<file path="config.mk">
export PLATFORM = sky130hd
export DESIGN_NAME = int_ctrl
export DESIGN_NICKNAME = d
export VERILOG_FILES = /design/src/rtl/int_ctrl.sv
export SDC_FILE = /design/constraint.sdc
export NUM_CORES = 1
export LEC_CHECK = 0
export ABC_AREA = 1
export CAP_MARGIN = 20
export CORE_UTILIZATION = 40
export DETAILED_ROUTE_END_ITERATION = 6
export GPL_TIMING_DRIVEN = 0
export PLACE_DENSITY = 0.8
export SLEW_MARGIN = 20
export SYNTH_ARGS = -nofsm -noshare
export SYNTH_HDL_FRONTEND = slang
export SYNTH_SLANG_ARGS = --single-unit
</file>
<file path="constraint.sdc">
create_clock -name CLK -period 1 [get_ports CLK]
set_input_delay 0.1 -clock CLK [delete_from_list [all_inputs] [get_ports CLK]]
set_output_delay 0.1 -clock CLK [all_outputs]
set_load 0.1 [all_outputs]
</file>
<file path="src/rtl/int_ctrl.sv">
// Interrupt controller: synchronizes request lines, latches pending edges and
// presents one prioritized, masked request to the control unit. Define
// INT_LEVEL_EN to make PENDING follow the synchronized line levels instead.
module int_ctrl #(
  parameter int NUM_SRC     = 4,
  parameter int SYNC_STAGES = 2,
  localparam int ID_W       = (NUM_SRC > 1) ? $clog2(NUM_SRC) : 1
) (
  input  logic               CLK,
  input  logic               RESET_N,
  input  logic [NUM_SRC-1:0] IRQ_IN,
  input  logic               I_SET,
  input  logic               I_CLR,
  input  logic               INT_ACK,
  input  logic               MASK_WE,
  input  logic [NUM_SRC-1:0] MASK_DIN,
  input  logic [NUM_SRC-1:0] PEND_CLR,
  output logic               INT,
  output logic [ID_W-1:0]    INT_ID,
  output logic               I_FLAG,
  output logic [NUM_SRC-1:0] PENDING
);

  typedef enum logic [1:0] {
    ST_IDLE,
    ST_REQ,
    ST_SERV
  } state_t;

  state_t                                  state_q, state_d;
  logic [SYNC_STAGES-1:0][NUM_SRC-1:0]     sync_q;
  logic [NUM_SRC-1:0]                      sync_lvl;
  logic [NUM_SRC-1:0]                      mask_q;
  logic [NUM_SRC-1:0]                      pending_vec;
  logic [NUM_SRC-1:0]                      cand;
  logic [ID_W-1:0]                         id_q, win_id;
  logic                                    win_valid;
  logic                                    i_q;
  logic                                    ack_take;

  always_ff @(posedge CLK or negedge RESET_N) begin
    if (!RESET_N) begin
      sync_q <= '0;
    end else begin
      sync_q <= {sync_q[SYNC_STAGES-2:0], IRQ_IN};
    end
  end

  assign sync_lvl = sync_q[SYNC_STAGES-1];
  assign ack_take = (state_q == ST_REQ) && INT_ACK;

`ifndef INT_LEVEL_EN
  logic [NUM_SRC-1:0] prev_q, pend_q, rise, ack_vec, clr_vec;

  assign rise    = sync_lvl & ~prev_q;
  assign ack_vec = ack_take ? (NUM_SRC'(1) << id_q) : '0;
  assign clr_vec = PEND_CLR | ack_vec;

  // A fresh edge is OR'd in after clearing so it survives a same-cycle clear.
  always_ff @(posedge CLK or negedge RESET_N) begin
    if (!RESET_N) begin
      prev_q <= '0;
      pend_q <= '0;
    end else begin
      prev_q <= sync_lvl;
      pend_q <= (pend_q & ~clr_vec) | rise;
    end
  end

  assign pending_vec = pend_q;
`else
  logic unused_pend_clr;

  assign unused_pend_clr = ^PEND_CLR;
  assign pending_vec     = sync_lvl;
`endif

  always_ff @(posedge CLK or negedge RESET_N) begin
    if (!RESET_N) begin
      mask_q <= '1;
    end else if (MASK_WE) begin
      mask_q <= MASK_DIN;
    end
  end

  // Clear beats set; taking an interrupt also clears the flag.
  always_ff @(posedge CLK or negedge RESET_N) begin
    if (!RESET_N) begin
      i_q <= 1'b0;
    end else if (I_CLR || ack_take) begin
      i_q <= 1'b0;
    end else if (I_SET) begin
      i_q <= 1'b1;
    end
  end

  assign cand = i_q ? (pending_vec & mask_q) : '0;

  always_comb begin
    win_valid = 1'b0;
    win_id    = '0;
    for (int i = NUM_SRC - 1; i >= 0; i--) begin
      if (cand[i]) begin
        win_valid = 1'b1;
        win_id    = ID_W'(i);
      end
    end
  end

  always_comb begin
    state_d = state_q;
    case (state_q)
      ST_IDLE: begin
        if (win_valid) state_d = ST_REQ;
      end
      ST_REQ: begin
        if (INT_ACK)             state_d = ST_SERV;
        else if (I_CLR)          state_d = ST_IDLE;
        else if (!mask_q[id_q])  state_d = ST_IDLE;
      end
      ST_SERV: begin
        if (I_SET && !I_CLR) state_d = ST_IDLE;
      end
      default: state_d = ST_IDLE;
    endcase
  end

  always_ff @(posedge CLK or negedge RESET_N) begin
    if (!RESET_N) begin
      state_q <= ST_IDLE;
      id_q    <= '0;
    end else begin
      state_q <= state_d;
      if (state_q == ST_IDLE && win_valid) id_q <= win_id;
    end
  end

  assign INT     = (state_q == ST_REQ);
  assign INT_ID  = id_q;
  assign I_FLAG  = i_q;
  assign PENDING = pending_vec;

endmodule
</file>
==> results of run 1 <==
==> worst min path at each step <==
stage / startpoint / to / slack, ns / cells after the start
after CTS: RESET_N / state_q[1] / 0.10 / 1
after global placement: sync_q[1] / sync_lvl[1] / 0.33 / 0
after global routing: IRQ_IN[3] / sync_q[3] / 0.19 / 1
after detailed placement: sync_q[1] / sync_lvl[1] / 0.33 / 0
final: IRQ_IN[0] / sync_q[0] / 0.21 / 1
after floorplan: RESET_N / prev_q[0] / -0.20 / 0
==> cells by family after synthesis <==
group                  after synthesis
AND/OR/NAND/NOR                     41
flip-flops                          25
buffers and inverters               17
AO/OA/AOI/OAI                        8
multiplexers                         4
==> metal layers <==
layer	part of all wire [%]	wire length (um)	up-vias
met5	0	0	-
met4	0	0	0
met3	2.6	53	0
met2	52	1050	13
met1	45	917	382
li1	-	-	375
==> Yosys cell counts <==
| master | number | area, um2 |
|---|---|---|
| nor2_4 | 2 | 22.5 |
| o21ai_1 | 6 | 30.0 |
| o211ai_1 | 1 | 7.51 |
| nor2_1 | 6 | 22.5 |
| nor4_1 | 1 | 6.26 |
| nand2_2 | 3 | 18.8 |
| inv_1 | 15 | 56.3 |
| nor3_1 | 3 | 15.0 |
| dfstp_2 | 4 | 105 |
| o21ai_2 | 1 | 8.76 |
| dfrtp_1 | 21 | 526 |
| nand4_1 | 1 | 6.26 |
| nand3_1 | 7 | 35.0 |
| inv_2 | 2 | 7.51 |
| nand2_1 | 17 | 63.8 |
| mux2_2 | 4 | 45.0 |
| nor3b_2 | 1 | 12.5 |
==> power by group through the flow <==
stage	clock network, uW	registers, uW	logic (uW)
2_1_floorplan	0	1750	439
3_3_place_gp	0	1350	1130
3_5_place_dp	0	1370	1150
4_1_cts	466	1340	1560
5_1_grt	498	1360	1720
6_report	438	1340	1630
==> sequential cells by signal (all words and copies together), names as in the netlist <==
register	cells
state_q	2
sync_lvl	4
sync_q	4
prev_q	4
INT_ID	2
mask_q	4
PENDING	4
I_FLAG	1
==> worst max-delay path, delay by kind of cell, from the launching register on <==
family / cells / cell delay [ns]
DFF: 1 / 0.44
buffers and inverters: 1 / 0.19
and+or+nand+nor: 1 / 0.17
==> final cells by class <==
type | instances | share of cell area (%)
sequential | 25 | 41.7
timing repair buffer | 35 | 26.3
multi-input combinational | 53 | 23.5
inverter | 17 | 4.53
tap | 28 | 2.23
clock buffer | 4 | 1.67
==> per-stage QoR <==
| step | power [uW] | worst slack [ns] |
|---|---|---|
| after floorplan | 2180 | -0.375 |
| after global placement | 2480 | -0.779 |
| after detailed placement | 2520 | -0.813 |
| after CTS | 3370 | -0.211 |
| after global routing | 3580 | -0.257 |
| final | 3410 | -0.211 |
==> what timing repair did <==
| action | 4_1_cts | 5_1_grt |
|---|---|---|
| pin swaps | 6 | 4 |
| buffers inserted | 8 | 1 |
| setup endpoints to repair | 33 | 17 |
| hold buffers | 0 | 1 |
| gates resized for setup | 85 | 4 |
| endpoints found under the hold margin | 0 | 21 |
==> impl_results.md, run 1 <==
* Status: finished with violations
* Failing checks: setup timing
* Sw Share at 41.7%
* Multi-input gate area at 370 um2
* Root buffer cell: clkbuf_4
* Routed wire length per instance at 12.5 um
* Worst hold slack at 0.213 ns
* Vias per Instance at 4.75
* Initial Util at 43.4%
* Rel. slew slack at 63.9%
* DR pass1 iterations at 4
* Routing usage on met1 at 22.7%
* Final hold viol count at 0
* CTS tree: built
* Clock power frac at 12.8%
* Final #Nets at 153
* CP required at 0.90 ns
* Grt total ovfl at 0
* Gr usage total at 18.1%
* Reg2Reg Depth at 5
* Filler instances at 164
* Clk_skew at 0.00571 ns
* Pwr dens at 2170 nW/um2
* Comb power frac at 47.8%
* Switching pwr at 1420 uW
* FF-to-FF setup slack at -0.13 ns
* Die W at 51.7 um
* DRC at 0
* Post-synthesis sequential area ratio at 63.8%
* Clk sinks at 25
* Layout Cells excl Fill at 162
* H-tree depth at 1
* # setup viols final at 16
* Syn_area_per_cell at 10.4 um2
* Syn nets at 113
* Grt met3 use at 3.80%
* Syn Std Cell Area at 988 um2
* Total number of yosys warnings at 0
* ANT nets after route at 0
* Vias in the first global route at 809
* Compound-cell area share of the yosys netlist at 4.68%
* Most common cell after layout, fill and taps aside: clkdlybuf4s50_1
* WS Path Type: reg -> out
* Most frequent cells in the layout: clkdlybuf4s50_1, dfrtp_1, nand2_1
* Core area at 2280 um2
* Max-Cap Viols at 0
* CP max stage cell: dfrtp_1
* Seq cells post-synth at 25
* Peak VDD IR at 2060 uV
* Mux cell area share after synthesis at 4.56%
* Die Ht at 51.7 um
* Static leakage at 0.000710 uW
* Sequential power share at 39.3%
* Critical-path cell list: nor2_4, buf_12
* Worst hold path type: in -> reg
* Diode count at 0
* Area of the die at 2670 um2
* Met2 usage at 29.9%
* Accumulated negative setup slack at -1.90 ns
* Clock Tree Buf Depth at 2
* Util after Layout at 69.2%
* Worst setup path start: state_q[1]
* Post-synthesis xor/xnor area fraction at 0%
* Later-pin clock latency in the skew report at 0.31 ns
* Crit path arrival time at 1.11 ns
* Final instance area at 1570 um2
* Final Worst Setup Slack at -0.211 ns
* Post-synthesis adder-cell area fraction at 0%
* GRT busiest layer: met2
* Final Cycle Share at 121%
* Syn Inst Count at 95
* FF/Latch Area at 657 um2
* Site row count at 17
* CTS Buf Count at 3
* Critical Path End: INT
* Largest net degree at the start of global routing at 26
* DR vias at 770
* Tmin final at 1.21 ns
* First-iteration detailed-routing DRC count at 5
* Port buffer count at 25
* Max stage delay on crit path at 0.44 ns
* Type of element launching the critical path: flip-flop
* Least-Margin Pin Slew at 0.542 ns
* Number of I/O pins at 26
* Initial antenna violation count at 0
* Area after DPL at 1340 um2
* Pint at 1990 uW
* Critical R2R Capture: PENDING[1]
* RSZ-0062 raised after global routing: yes
* Worst r2r src: state_q[1]
* Layout cells sized above 1 at 46.3%
* Worst-path maximum fanout at 2
* Fmax at 0.826 GHz
* Slew Limit Fails at 0
* Routability cong. at 0.761
* Layout area overhead at 59.2%
* First-pass GRT wire length at 3470 um
* Routed WL at 2020 um
* Main combinational cell family by area after synthesis: simple AND/OR/NAND/NOR gates
* Dpl cells at 148
* Worst-path clk slew at 0.13 ns
* DP Wirelength at 1400 um
* Critical Path End Type: output pin
* Yosys cell types at 17
* Simple-gate portion of the synthesized area at 20.5%
Note: power is estimated with default switching activity, not from simulation.
==> inputs of run 2 (changes only) <==
- CORE_UTILIZATION: 40 -> 35
- PLACE_DENSITY: 0.8 -> 0.73
==> run 2 against run 1 <==
The run still ends with setup timing left. Fmax is 0.39% higher. Total power hardly changed. Sequential power is 3% higher. Combinational power hardly changed. Non-clock buffer count is 3 lower.
==> impl_results.md, run 2 (synthesis gave the netlist of run 1 again) <==
* Max-Cap Viols at 0 (unchanged)
* Grt total ovfl at 0 (unchanged)
* Routed wire length per instance at 12.7 um (+1.8%)
* Peak VDD IR at 1540 uV (-25%)
* Layout area overhead at 58.6%
* FF/Latch Area at 658 um2 (+0.19%)
* First-iteration detailed-routing DRC count at 14 (+9)
* Core area at 2570 um2 (+13%)
* Accumulated negative setup slack at -1.48 ns (+0.411 ns)
* Crit path arrival time at 1.11 ns (about the same)
* First-pass GRT wire length at 3390 um (-2.4%)
* CP required at 0.90 ns (about the same)
* Status: finished with violations
* H-tree depth at 1 (unchanged)
* Metal3 WL at 58 um (+9.4%)
* ANT nets after route at 0 (unchanged)
* Multi-input gate area at 373 um2 (+0.68%)
* Worst hold path type: in -> reg
* # setup viols final at 15 (-1)
* WS Path Type: reg -> out
* Area of the die at 3040 um2 (+14%)
* Met2 WL at 1120 um (+6.0%)
* Type of element launching the critical path: flip-flop
* Rel. slew slack at 63.9% (about the same)
* Final instance area at 1570 um2 (-0.40%)
* Site row count at 18 (+1)
* Pwr dens at 2180 nW/um2 (+0.37%)
* Largest net degree at the start of global routing at 26 (unchanged)
* Most common cell after layout, fill and taps aside: clkdlybuf4s50_1
* Final #Nets at 150 (-2.0%)
* CTS tree: built
* Static leakage at 0.000715 uW (+0.68%)
* Area after DPL at 1340 um2 (+0.19%)
* Most frequent cells in the layout: clkdlybuf4s50_1, nand2_1, dfrtp_1
* Routability cong. at 0.783 (+2.8%)
* Final Worst Setup Slack at -0.206 ns (+0.00466 ns)
* Slew Limit Fails at 0 (unchanged)
* Final Cycle Share at 121% (-0.47 points)
* Failing checks: setup timing
* Least-Margin Pin Slew at 0.541 ns (-0.000462 ns)
* Initial Util at 38.5% (-4.9 points)
* Vias in the first global route at 791 (-2.2%)
* Die Ht at 55.1 um (+6.6%)
* CTS Buf Count at 3 (unchanged)
* Clk_skew at 0.00374 ns (-0.00197 ns)
* Die W at 55.1 um (+6.6%)
* DR pass1 iterations at 4 (unchanged)
* Root buffer cell: clkbuf_4
* Gr usage total at 16.0% (-2.1 points)
* Number of I/O pins at 26 (unchanged)
* Met1 WL at 851 um (-7.2%)
* Port buffer count at 25 (unchanged)
* Tmin final at 1.21 ns (-0.00466 ns)
* Clk sinks at 25 (unchanged)
* DRC at 0 (unchanged)
* Diode count at 0 (unchanged)
* Worst-path clk slew at 0.13 ns (about the same)
* DP Wirelength at 1430 um (+2.3%)
* Worst hold slack at 0.213 ns (-0.000209 ns)
* Later-pin clock latency in the skew report at 0.30 ns (about the same)
* Layout cells sized above 1 at 48.1% (+1.8 points)
* Worst-path maximum fanout at 4 (+2)
* Clock Tree Buf Depth at 2 (unchanged)
* DR vias at 783 (+1.7%)
* Vias per Instance at 4.86 (+2.3%)
* Critical Path End Type: output pin
* Fmax at 0.829 GHz (+0.39%)
* RSZ-0062 raised after global routing: yes
* Initial antenna violation count at 0 (unchanged)
* Filler instances at 220 (+34%)
* Routed WL at 2050 um (+1.2%)
* FF-to-FF setup slack at -0.12 ns (about the same)
* Max layer used: met4
* Final hold viol count at 0 (unchanged)
run 2: cell types whose count changed in the layout (fill, tap and decap cells not counted), moves of 2 or more:
cell / previous run / this run
nor3_4: 0 / 2
o21ai_2: 2 / 4
o21ai_1: 5 / 3
nor3_2: 3 / 1
nand2_4: 0 / 2
buf_6: 3 / 0
run 2: repair_timing:
item / in CTS / in global routing
pin swaps: 8 / 9
setup buffers: 5 / 1
hold buffers: 0 / 1
setup endpoints to repair: 33 / 16
gates resized for setup: 79 / 13
endpoints found under the hold margin: 0 / 21
run 2: where the power goes:
group | switching (uW) | internal [uW]
logic | 980 | 616
clock network | 284 | 149
registers | 190 | 1190
total | 1450 | 1960
run 2: area by class of cell:
cell class	count	area share (%)
inverter	17	5.03
sequential	25	42.0
tap	30	2.39
multi-input combinational	53	23.8
clock inverter	1	0.319
clock buffer	3	1.44
timing repair buffer	32	25.1
run 2: worst max-delay path: stages (launching register included):
cell     delay [ns]
dfrtp_2        0.47
nor2_4         0.15
buf_12         0.19
run 2: worst paths after layout:
path / to / depth (start not counted) / from
max: INT / 2 / state_q[1]
min: sync_q[2] / 1 / IRQ_IN[2]
max reg2reg: INT_ID[0] / 6 / mask_q[1]
min reg2reg: sync_lvl[3] / 0 / sync_q[3]
max in group asynchronous: I_FLAG / 2 / RESET_N
min in group asynchronous: sync_q[1] / 2 / RESET_N
run 2: metal layers:
metal	GRT usage, %	up-vias
met5	0	-
met4	7.08	0
met3	2.19	4
met2	27.3	20
met1	19.9	390
li1	-	369
run 2: per-stage QoR:
step	util (%)	instances	power (uW)	setup WS, ns
floorplan	-	95	2180	-0.375
global placement	52.1	150	2490	-0.782
detailed placement	52.1	150	2510	-0.791
CTS	58.9	159	3270	-0.217
global route	61.1	161	3570	-0.267
finish	61.1	161	3410	-0.206
